--- src/rtl/rr_mux_arb_if.sv ---
// Handshake bundle for rr_mux_arb: N_CH producer channels in, one registered
// output channel plus a completed-transfer counter.
interface rr_mux_arb_if #(
  parameter int N_CH = 8,
  parameter int DW   = 8,
  parameter int SELW = $clog2(N_CH),
  parameter int CNTW = 16
);
  logic                 mode;
  logic [SELW-1:0]      sel;
  logic [N_CH*DW-1:0]   in_data;
  logic [N_CH-1:0]      in_valid;
  logic [N_CH-1:0]      in_ready;
  logic [DW-1:0]        out_data;
  logic [SELW-1:0]      out_ch;
  logic                 out_valid;
  logic                 out_ready;
  logic [CNTW-1:0]      xfer_cnt;

  modport master (
    output mode, sel, in_data, in_valid, out_ready,
    input  in_ready, out_data, out_ch, out_valid, xfer_cnt
  );

  modport slave (
    input  mode, sel, in_data, in_valid, out_ready,
    output in_ready, out_data, out_ch, out_valid, xfer_cnt
  );
endinterface

--- src/rtl/rr_mux_arb.sv ---
// N-channel registered mux with round-robin or fixed-select arbitration into a
// single-entry output register tagged with the source channel index.
module rr_mux_arb #(
  parameter int N_CH = 8,
  parameter int DW   = 8,
  parameter int SELW = $clog2(N_CH),
  parameter int CNTW = 16
) (
  input logic        clk,
  input logic        rst_n,
  rr_mux_arb_if.slave bus
);
  localparam int PW = $clog2(N_CH);

  logic [N_CH-1:0][DW-1:0] w_lane;
  logic [PW-1:0]           r_ptr;
  logic [DW-1:0]           r_data;
  logic [SELW-1:0]         r_ch;
  logic                    r_valid;
  logic [CNTW-1:0]         r_cnt;

  logic                    w_load;
  logic                    w_hi_any, w_lo_any, w_any;
  logic [PW-1:0]           w_hi_idx, w_lo_idx, w_idx;

  assign w_lane = bus.in_data;
  assign w_load = !r_valid || bus.out_ready;

  // Rotated search as two linear scans: lowest requester at/above ptr wins,
  // otherwise the lowest requester overall (the wrapped part of the order).
  always_comb begin
    w_hi_any = 1'b0;
    w_hi_idx = '0;
    w_lo_any = 1'b0;
    w_lo_idx = '0;
    for (int k = 0; k < N_CH; k++) begin
      if (bus.in_valid[k] && !w_lo_any) begin
        w_lo_any = 1'b1;
        w_lo_idx = PW'(k);
      end
      if (bus.in_valid[k] && (k >= int'(r_ptr)) && !w_hi_any) begin
        w_hi_any = 1'b1;
        w_hi_idx = PW'(k);
      end
    end
  end

  // Fixed select: an out-of-range sel matches no lane and so grants nothing.
  always_comb begin
    w_any = 1'b0;
    w_idx = '0;
    if (bus.mode) begin
      for (int k = 0; k < N_CH; k++) begin
        if (int'(bus.sel) == k) begin
          w_any = bus.in_valid[k];
          w_idx = PW'(k);
        end
      end
    end else if (w_hi_any) begin
      w_any = 1'b1;
      w_idx = w_hi_idx;
    end else begin
      w_any = w_lo_any;
      w_idx = w_lo_idx;
    end
  end

  for (genvar k = 0; k < N_CH; k++) begin : g_rdy
    assign bus.in_ready[k] = rst_n && w_load && w_any && (w_idx == PW'(k));
  end

  always_ff @(posedge clk or negedge rst_n) begin
    if (!rst_n) begin
      r_valid <= 1'b0;
      r_data  <= '0;
      r_ch    <= '0;
      r_cnt   <= '0;
      r_ptr   <= '0;
    end else begin
      if (r_valid && bus.out_ready) r_cnt <= r_cnt + CNTW'(1);
      if (w_load) begin
        r_valid <= w_any;
        if (w_any) begin
          r_data <= w_lane[w_idx];
          r_ch   <= SELW'(w_idx);
          if (!bus.mode) r_ptr <= (w_idx == PW'(N_CH-1)) ? '0 : w_idx + PW'(1);
        end
      end
    end
  end

  assign bus.out_data  = r_data;
  assign bus.out_ch    = r_ch;
  assign bus.out_valid = r_valid;
  assign bus.xfer_cnt  = r_cnt;
endmodule

--- src/flat_wrapper.sv ---
// flat-port wrapper written by rule: the top's interface ports become plain ports
module rr_mux_arb_flat 
#(
  parameter int N_CH = 8,
  parameter int DW   = 8,
  parameter int SELW = $clog2(N_CH),
  parameter int CNTW = 16
)
  (clk, rst_n, bus_mode, bus_sel, bus_in_data, bus_in_valid, bus_out_ready, bus_in_ready, bus_out_data, bus_out_ch, bus_out_valid, bus_xfer_cnt);
  rr_mux_arb_if #(.N_CH(N_CH), .DW(DW), .SELW(SELW), .CNTW(CNTW)) bus_i ();
  input logic clk;
  input logic rst_n;
  input wire logic [$bits(bus_i.mode)-1:0] bus_mode;
  input wire logic [$bits(bus_i.sel)-1:0] bus_sel;
  input wire logic [$bits(bus_i.in_data)-1:0] bus_in_data;
  input wire logic [$bits(bus_i.in_valid)-1:0] bus_in_valid;
  input wire logic [$bits(bus_i.out_ready)-1:0] bus_out_ready;
  output wire logic [$bits(bus_i.in_ready)-1:0] bus_in_ready;
  output wire logic [$bits(bus_i.out_data)-1:0] bus_out_data;
  output wire logic [$bits(bus_i.out_ch)-1:0] bus_out_ch;
  output wire logic [$bits(bus_i.out_valid)-1:0] bus_out_valid;
  output wire logic [$bits(bus_i.xfer_cnt)-1:0] bus_xfer_cnt;
  assign bus_i.mode = bus_mode;
  assign bus_i.sel = bus_sel;
  assign bus_i.in_data = bus_in_data;
  assign bus_i.in_valid = bus_in_valid;
  assign bus_i.out_ready = bus_out_ready;
  assign bus_in_ready = bus_i.in_ready;
  assign bus_out_data = bus_i.out_data;
  assign bus_out_ch = bus_i.out_ch;
  assign bus_out_valid = bus_i.out_valid;
  assign bus_xfer_cnt = bus_i.xfer_cnt;
  rr_mux_arb #(.N_CH(N_CH), .DW(DW), .SELW(SELW), .CNTW(CNTW)) u_core (.clk(clk), .rst_n(rst_n), .bus(bus_i));
endmodule
--- config.mk ---
export PLATFORM = sky130hd
export DESIGN_NAME = rr_mux_arb_flat
export DESIGN_NICKNAME = d
export VERILOG_FILES = /design/src/rtl/rr_mux_arb_if.sv /design/src/rtl/rr_mux_arb.sv /design/src/flat_wrapper.sv
export SDC_FILE = /design/constraint.sdc
export NUM_CORES = 1
export LEC_CHECK = 0
export ABC_AREA = 1
export ABC_CLOCK_PERIOD_IN_PS = 2700
export CAP_MARGIN = 5
export CELL_PAD_IN_SITES_DETAIL_PLACEMENT = 1
export CELL_PAD_IN_SITES_GLOBAL_PLACEMENT = 1
export CORE_AREA = 4 4 107 109
export CTS_CLUSTER_DIAMETER = 50
export DETAILED_ROUTE_END_ITERATION = 16
export DIE_AREA = 0 0 111 113
export DONT_BUFFER_PORTS = 1
export PLACE_DENSITY = 0.48
export RECOVER_POWER = 50
export SYNTH_ARGS = -nofsm -noshare
export SYNTH_HDL_FRONTEND = slang
export SYNTH_SLANG_ARGS = --single-unit
--- constraint.sdc ---
create_clock -name clk -period 2.7 [get_ports clk]
set_input_delay 0.27 -clock clk [delete_from_list [all_inputs] [get_ports clk]]
set_output_delay 0.27 -clock clk [all_outputs]
set_load 0.02 [all_outputs]
==> results of run 1 <==
-- flip-flops by register name (all words and copies together), names as in the netlist --
signal and cells:
u_core.bus.out_ch 3, u_core.bus.out_data 8, u_core.bus.out_valid 1, u_core.bus.xfer_cnt 16, u_core.r_ptr 3
-- repair_timing --
| action | CTS | global route |
|---|---|---|
| gates resized for setup | 0 | 12 |
| setup endpoints to repair | 0 | 8 |
| hold endpoints to repair | 31 | 0 |
| buffers inserted | 0 | 6 |
| hold buffers | 2 | 0 |
-- final cells by class --
type,count,area [µm²]
Sequential cell,31,777
Clock inverter,2,35.0
Fill cell,1328,7620
Inverter,63,240
Multi-Input combinational cell,281,1490
Clock buffer,6,82.6
Tap cell,140,175
Timing Repair Buffer,22,180
-- routing by layer --
metal  vias to the layer above  global-route usage  wire length [µm]
met1                      1207               0.175              3740
met4                         0              0.0337               108
met2                        69               0.246              4420
li1                       1262                   -                 -
met3                         6              0.0374               528
met5                         -                   0                 0
-- critical path, cell delays in order, from the launching register on --
cell and delay, ns:
dfrtp_1 0.39, nand2_1 0.10, a21oi_2 0.21, nand3_4 0.11, nor2_4 0.12, nand2_2 0.09
nor2_4 0.13, nor2_2 0.08, nor2_8 0.11, ha_1 0.16, inv_1 0.07, nor3_2 0.19
buf_4 0.18
-- logic make-up after synthesis --
kind of cell	Yosys count
AND/OR/NAND/NOR	240
flip-flops	31
AO/OA/AOI/OAI	18
adder cells (fa/ha/maj)	7
buffers and inverters	77
multiplexers	1
XOR/XNOR	15
-- per-stage QoR --
step,utilization,worst slack (ns)
after detailed placement,0.259,0.333
after global placement,0.259,0.352
after global routing,0.281,-0.0248
after CTS,0.273,0.00580
after floorplan,-,0.345
final,0.281,0.179
-- cell usage after synthesis, drive strengths merged --
cell type and number:
mux2i 1, nand2 107, and3 1, o31ai 1, xnor2 10, nor4 1, ha 7, o21ai 13
o311a 1, nand4 5, clkinv 1, clkbuf 4, dfrtp 31, nor3 7, nand3 94, a21oi 3
buf 10, nor2 25, xor2 5, inv 62
-- power by group --
part	internal, mW	switching [mW]	leakage, nW
clock	0.299	0.201	0.0612
combinational	0.351	0.595	1.11
sequential	0.599	0.302	0.396
total	1.25	1.10	1.57
-- worst paths after layout --
kind                                 start                     end  slack (ns)  cells past startpoint
max                        u_core.r_ptr[1]         bus_in_ready[0]        0.18                     12
min                          bus_out_ready  u_core.bus.xfer_cnt[0]        0.19                      2
max reg2reg                u_core.r_ptr[1]  u_core.bus.out_data[0]        0.52                     14
min reg2reg                u_core.r_ptr[0]         u_core.r_ptr[0]        0.53                      2
max in group asynchronous            rst_n         u_core.r_ptr[2]        2.09                      2
min in group asynchronous            rst_n         u_core.r_ptr[1]        0.42                      2
==> impl_metrics.py, run 1 <==
metrics = {
    "placed_design": {
        "dp_cells": 529,
        "placed_area_um2": 2750,
        "routabilityCongestion": 0.739,
        "dpl.hpwl_um": 6900,
        "port-buffer-count": 0,
    },
    "worst_hold_path": {
        "hold_path_class": "input pin to register",
    },
    "timing": {
        "finalHoldViolations": 0,
        "fmax_ghz": 0.397,
        "skew_ns": 0.00559,
        "finalSetupViolCount": 0,
        "post-route-period-util": 0.934,
        "slew_headroom": 0.667,
        "min_period_ns": 2.52,
        "holdWs_ns": 0.192,
        "slew_viol_final": 0,
        "worst_pin_slew_ns": 0.494,
        "finalSetupTns_ns": 0,
    },
    "logic_synthesis": {
        "synth_top_family_by_area": "simple AND/OR/NAND/NOR gates",
        "ys_seq_area_frac": 0.304,
        "synth_compound_area_frac": 0.0441,
        "ys_types": 31,
        "synthSimpleGateAreaFrac": 0.437,
        "yosys.area.top_type": "dfrtp_1",
        "synth_mux_area_frac": 0.00392,
        "syn_inst": 389,
        "synth_top_area_frac": 0.304,
        "synth_nets": 475,
        "synth_fa_ha_area_frac": 0.0343,
        "synth_warnings": 0,
        "netlist_area_um2": 2550,
        "synth_seq_cells": 31,
        "avgSynthCellArea_um2": 6.57,
        "synth_area_leaders": "dfrtp_1 30%, nand3_1 18%, nand2_1 15%",
        "synth_xor_area_frac": 0.0514,
    },
    "cts": {
        "cts.clk_slew.worst_paths_ns": 0.08,
        "clk_path_buf_depth": 2,
        "cts_tree": "built",
        "clk_latency_ns": 0.29,
        "root_buffer": "clkbuf_8",
        "cts_inserted_buffers": 5,
        "htree_levels": 2,
        "cts_sinks": 31,
    },
    "run": {
        "cap_viol_max_count": 0,
    },
    "floorplanning": {
        "die_area_um2": 12500,
        "die_height_um": 113,
        "coreArea_um2": 10600,
        "initial_core_util": 0.241,
        "io_pins": 115,
        "die_x_um": 111,
        "rows": 38,
    },
    "grt": {
        "grt_pass1_wl_um": 14300,
        "antenna_found_initial": 0,
        "grt_overflow": 0,
        "grt_usage": 0.141,
        "grt_max_degree": 34,
        "grt_pass1_vias": 2729,
    },
    "final_layout": {
        "final_common_cell": "nand2_1",
        "most-common-layout-cells": "102 x nand2_1, 92 x nand3_1, 61 x inv_1, 30 x dfrtp_1, 20 x buf_4",
        "fin_area_um2": 2980,
        "drive_gt1_frac": 0.128,
        "diodes": 0,
        "nets": 490,
        "synthToLayoutAreaGrowth_pct": 16.7,
        "layoutNonFillerInstCount": 545,
    },
    "detailed_routing": {
        "drtIter0Drc": 67,
        "ant_nets": 0,
        "drc_errors": 0,
        "wire_per_inst_um": 16.2,
        "dr.pass1.iters": 4,
        "num_vias": 2544,
        "routed_wl_um": 8800,
        "routed_via_density": 4.67,
    },
    "pwr": {
        "power_density_nw_per_um2": 787,
        "p_total_mw": 2.35,
        "vdd_drop_max_uv": 272,
        "leakagePower_nw": 1.57,
    },
    "worst_setup_path": {
        "cp.arrival_ns": 2.25,
        "path_class": "register to output port",
        "startpoint_type": "register",
        "cp_data_required_time_ns": 2.43,
        "critPathMaxFanout": 5,
        "end_kind": "output port",
    },
    "run_status": {
        "status": "completed",
    },
}
(Power assumes the default switching activity.)
==> run 2, diff against run 1 <==
Settings changed: RECOVER_POWER 50 to default.
==> results of run 2 <==
Same layout as run 1: the final DEF is identical, and so are final timing and power.
==> run 3, diff against run 2 <==
Settings changed: ABC_CLOCK_PERIOD_IN_PS 2700 to 2200, PLACE_DENSITY 0.48 to 0.5.
Clock period 2.7 ns to 2.2 ns, I/O delays scaled along.
==> impl_metrics.py, run 3 (synthesis results as in run 1) <==
metrics = {
    "pwr": {
        "p_total_mw": 3.13,
        "netSwitchingFraction": 0.461,
        "power_density_nw_per_um2": 965,
        "power_frac_comb": 0.456,
        "vdd_drop_max_uv": 362,
        "p_switching_mw": 1.45,
        "clockPowerShare": 0.191,
        "leakagePower_nw": 1.66,
        "p_int_mw": 1.69,
        "p_seq_frac": 0.353,
    },
    "timing": {
        "finalSetupViolCount": 8,
        "worst_pin_slew_ns": 0.528,
        "skew_ns": 0.00440,
        "finalHoldViolations": 0,
        "slew_viol_final": 0,
        "post-route-period-util": 1.07,
        "fmax_ghz": 0.424,
        "worst_slack_ns": -0.161,
        "rsz0062_at_grt": "true",
        "min_period_ns": 2.36,
        "finalSetupTns_ns": -1.14,
        "slew_headroom": 0.647,
    },
    "floorplanning": {
        "die_x_um": 111,
        "coreArea_um2": 10600,
        "initial_core_util": 0.241,
        "die_height_um": 113,
        "die_area_um2": 12500,
        "rows": 38,
        "io_pins": 115,
    },
    "detailed_routing": {
        "routed_wl_um": 9040,
        "routed_via_density": 4.66,
        "wire_per_inst_um": 16.3,
        "drc_errors": 0,
        "num_vias": 2584,
        "drtIter0Drc": 77,
        "dr.pass1.iters": 6,
        "ant_nets": 0,
    },
    "cts": {
        "cts.clk_slew.worst_paths_ns": 0.07,
        "cts_sinks": 31,
        "htree_levels": 2,
        "cts_inserted_buffers": 5,
        "clk_path_buf_depth": 2,
        "root_buffer": "clkbuf_8",
        "cts_tree": "built",
        "clk_latency_ns": 0.28,
    },
    "placed_design": {
        "dpl.hpwl_um": 6680,
        "port-buffer-count": 0,
        "routabilityCongestion": 0.782,
    },
    "run": {
        "cap_viol_max_count": 0,
    },
    "run_status": {
        "status": "complete, but fails checks",
        "violations": "setup timing",
    },
    "worst_setup_path": {
        "critPathMaxFanout": 7,
        "crit_cells": 12,
        "path_class": "register to output port",
        "crit_chain": "nand2_1 > o21ai_0 > inv_1 > nor2_2 > nand2_2 > nor2_4 > nor2_4 > nor2_8 > ha_4 > inv_2 > nor3_2 > buf_4",
        "worst_path_max_delay_cell": "dfrtp_2",
        "cp_top_family": "simple AND/OR/NAND/NOR gates",
        "startpoint_type": "register",
        "reg2reg_depth": 13,
        "worst-path-buf-inv": 3,
        "cp.arrival_ns": 2.14,
        "crit_path_max_incr_delay_ns": 0.46,
        "crit_path_frequent_cell": "nor2_4",
        "cp_data_required_time_ns": 1.98,
        "end_kind": "output port",
    },
    "grt": {
        "grt_pass1_vias": 2774,
        "grt_pass1_wl_um": 14400,
        "grt_usage": 0.142,
        "grt_max_degree": 33,
        "grt_overflow": 0,
        "antenna_found_initial": 0,
    },
    "final_layout": {
        "final_common_cell": "nand2_1",
        "nets": 500,
        "drive_gt1_frac": 0.205,
        "most-common-layout-cells": "98 x nand2_1, 92 x nand3_1, 55 x inv_1, 28 x dfrtp_1, 25 x buf_4",
        "largest_reg_flops": 16,
        "synthToLayoutAreaGrowth_pct": 27.0,
        "diodes": 0,
    },
    "worst_hold_path": {
        "hold_path_class": "input pin to register",
        "holdPathStages": 2,
    },
}
==> run 3: cell count changes in the layout (fill, tap and decap cells not counted), moves of 4 or more <==
cell     delta
inv_1       -6
nor2_1      -6
buf_4       +5
inv_2       +5
nand2_1     -4
nor2_4      +4
==> run 3: per-layer routing <==
layer | vias up | global-route usage | share of wire
li1 | 1285 | - | -
met1 | 1217 | 0.178 | 0.45
met2 | 80 | 0.248 | 0.48
met3 | 2 | 0.0412 | 0.065
met4 | 0 | 0.0222 | 0.0041
met5 | - | 0 | 0
==> run 3: area by class of cell <==
cell class	count	area, µm²
fill	1328	7360
multi-input combinational	281	1610
sequential	31	779
timing repair buffer	32	328
inverter	63	239
tap	140	175
clock buffer	6	82.6
clock inverter	2	35.0
==> run 3: power by group through the flow <==
| stage | clock [mW] | sequential (mW) | combinational, mW |
|---|---|---|---|
| after global placement | 0 | 1.10 | 1.15 |
| final | 0.597 | 1.11 | 1.43 |
| after CTS | 0.626 | 1.11 | 1.36 |
| after detailed placement | 0 | 1.10 | 1.17 |
| after global routing | 0.652 | 1.13 | 1.63 |
| after floorplan | 0 | 1.05 | 0.868 |
==> run 3: repair_timing <==
action	CTS	global route
pin swaps	17	9
gates resized for setup	37	8
hold buffers	2	0
cloned	0	2
endpoints found under the setup margin	8	18
setup buffers	7	8
endpoints found under the hold margin	31	0
==> run 3: stage by stage <==
step                      worst slack (ns)   util  cell area, µm²  hold WS (ns)  std cells
after floorplan                     -0.105      -            2570       -0.0756        389
after global placement              0.0363  0.265            2810       -0.0746        533
after detailed placement           -0.0654  0.265            2810       -0.0746        533
after CTS                           -0.210  0.297            3150         0.143        550
after global routing                -0.338  0.306            3250         0.186        555
final                               -0.161  0.306            3250         0.149        555
==> run 3: final timing paths <==
path | start | end | slack [ns]
setup / recovery | u_core.r_ptr[2] | bus_in_ready[1] | -0.16
hold / removal | bus_out_ready | u_core.bus.xfer_cnt[0] | 0.15
setup reg to reg | u_core.r_ptr[2] | u_core.bus.out_data[5] | 0.12
hold reg to reg | u_core.r_ptr[0] | u_core.r_ptr[0] | 0.59
max in group asynchronous | rst_n | u_core.bus.out_valid | 1.59
min in group asynchronous | rst_n | u_core.bus.out_data[3] | 0.41
==> run 3: worst reg2reg max path: cells and delay by family, from the launching register on <==
family | cells | cell delay, ns
flip-flops | 1 | 0.46
AND/OR/NAND/NOR | 7 | 0.73
buffers and inverters | 4 | 0.50
AO/OA/AOI/OAI | 2 | 0.33
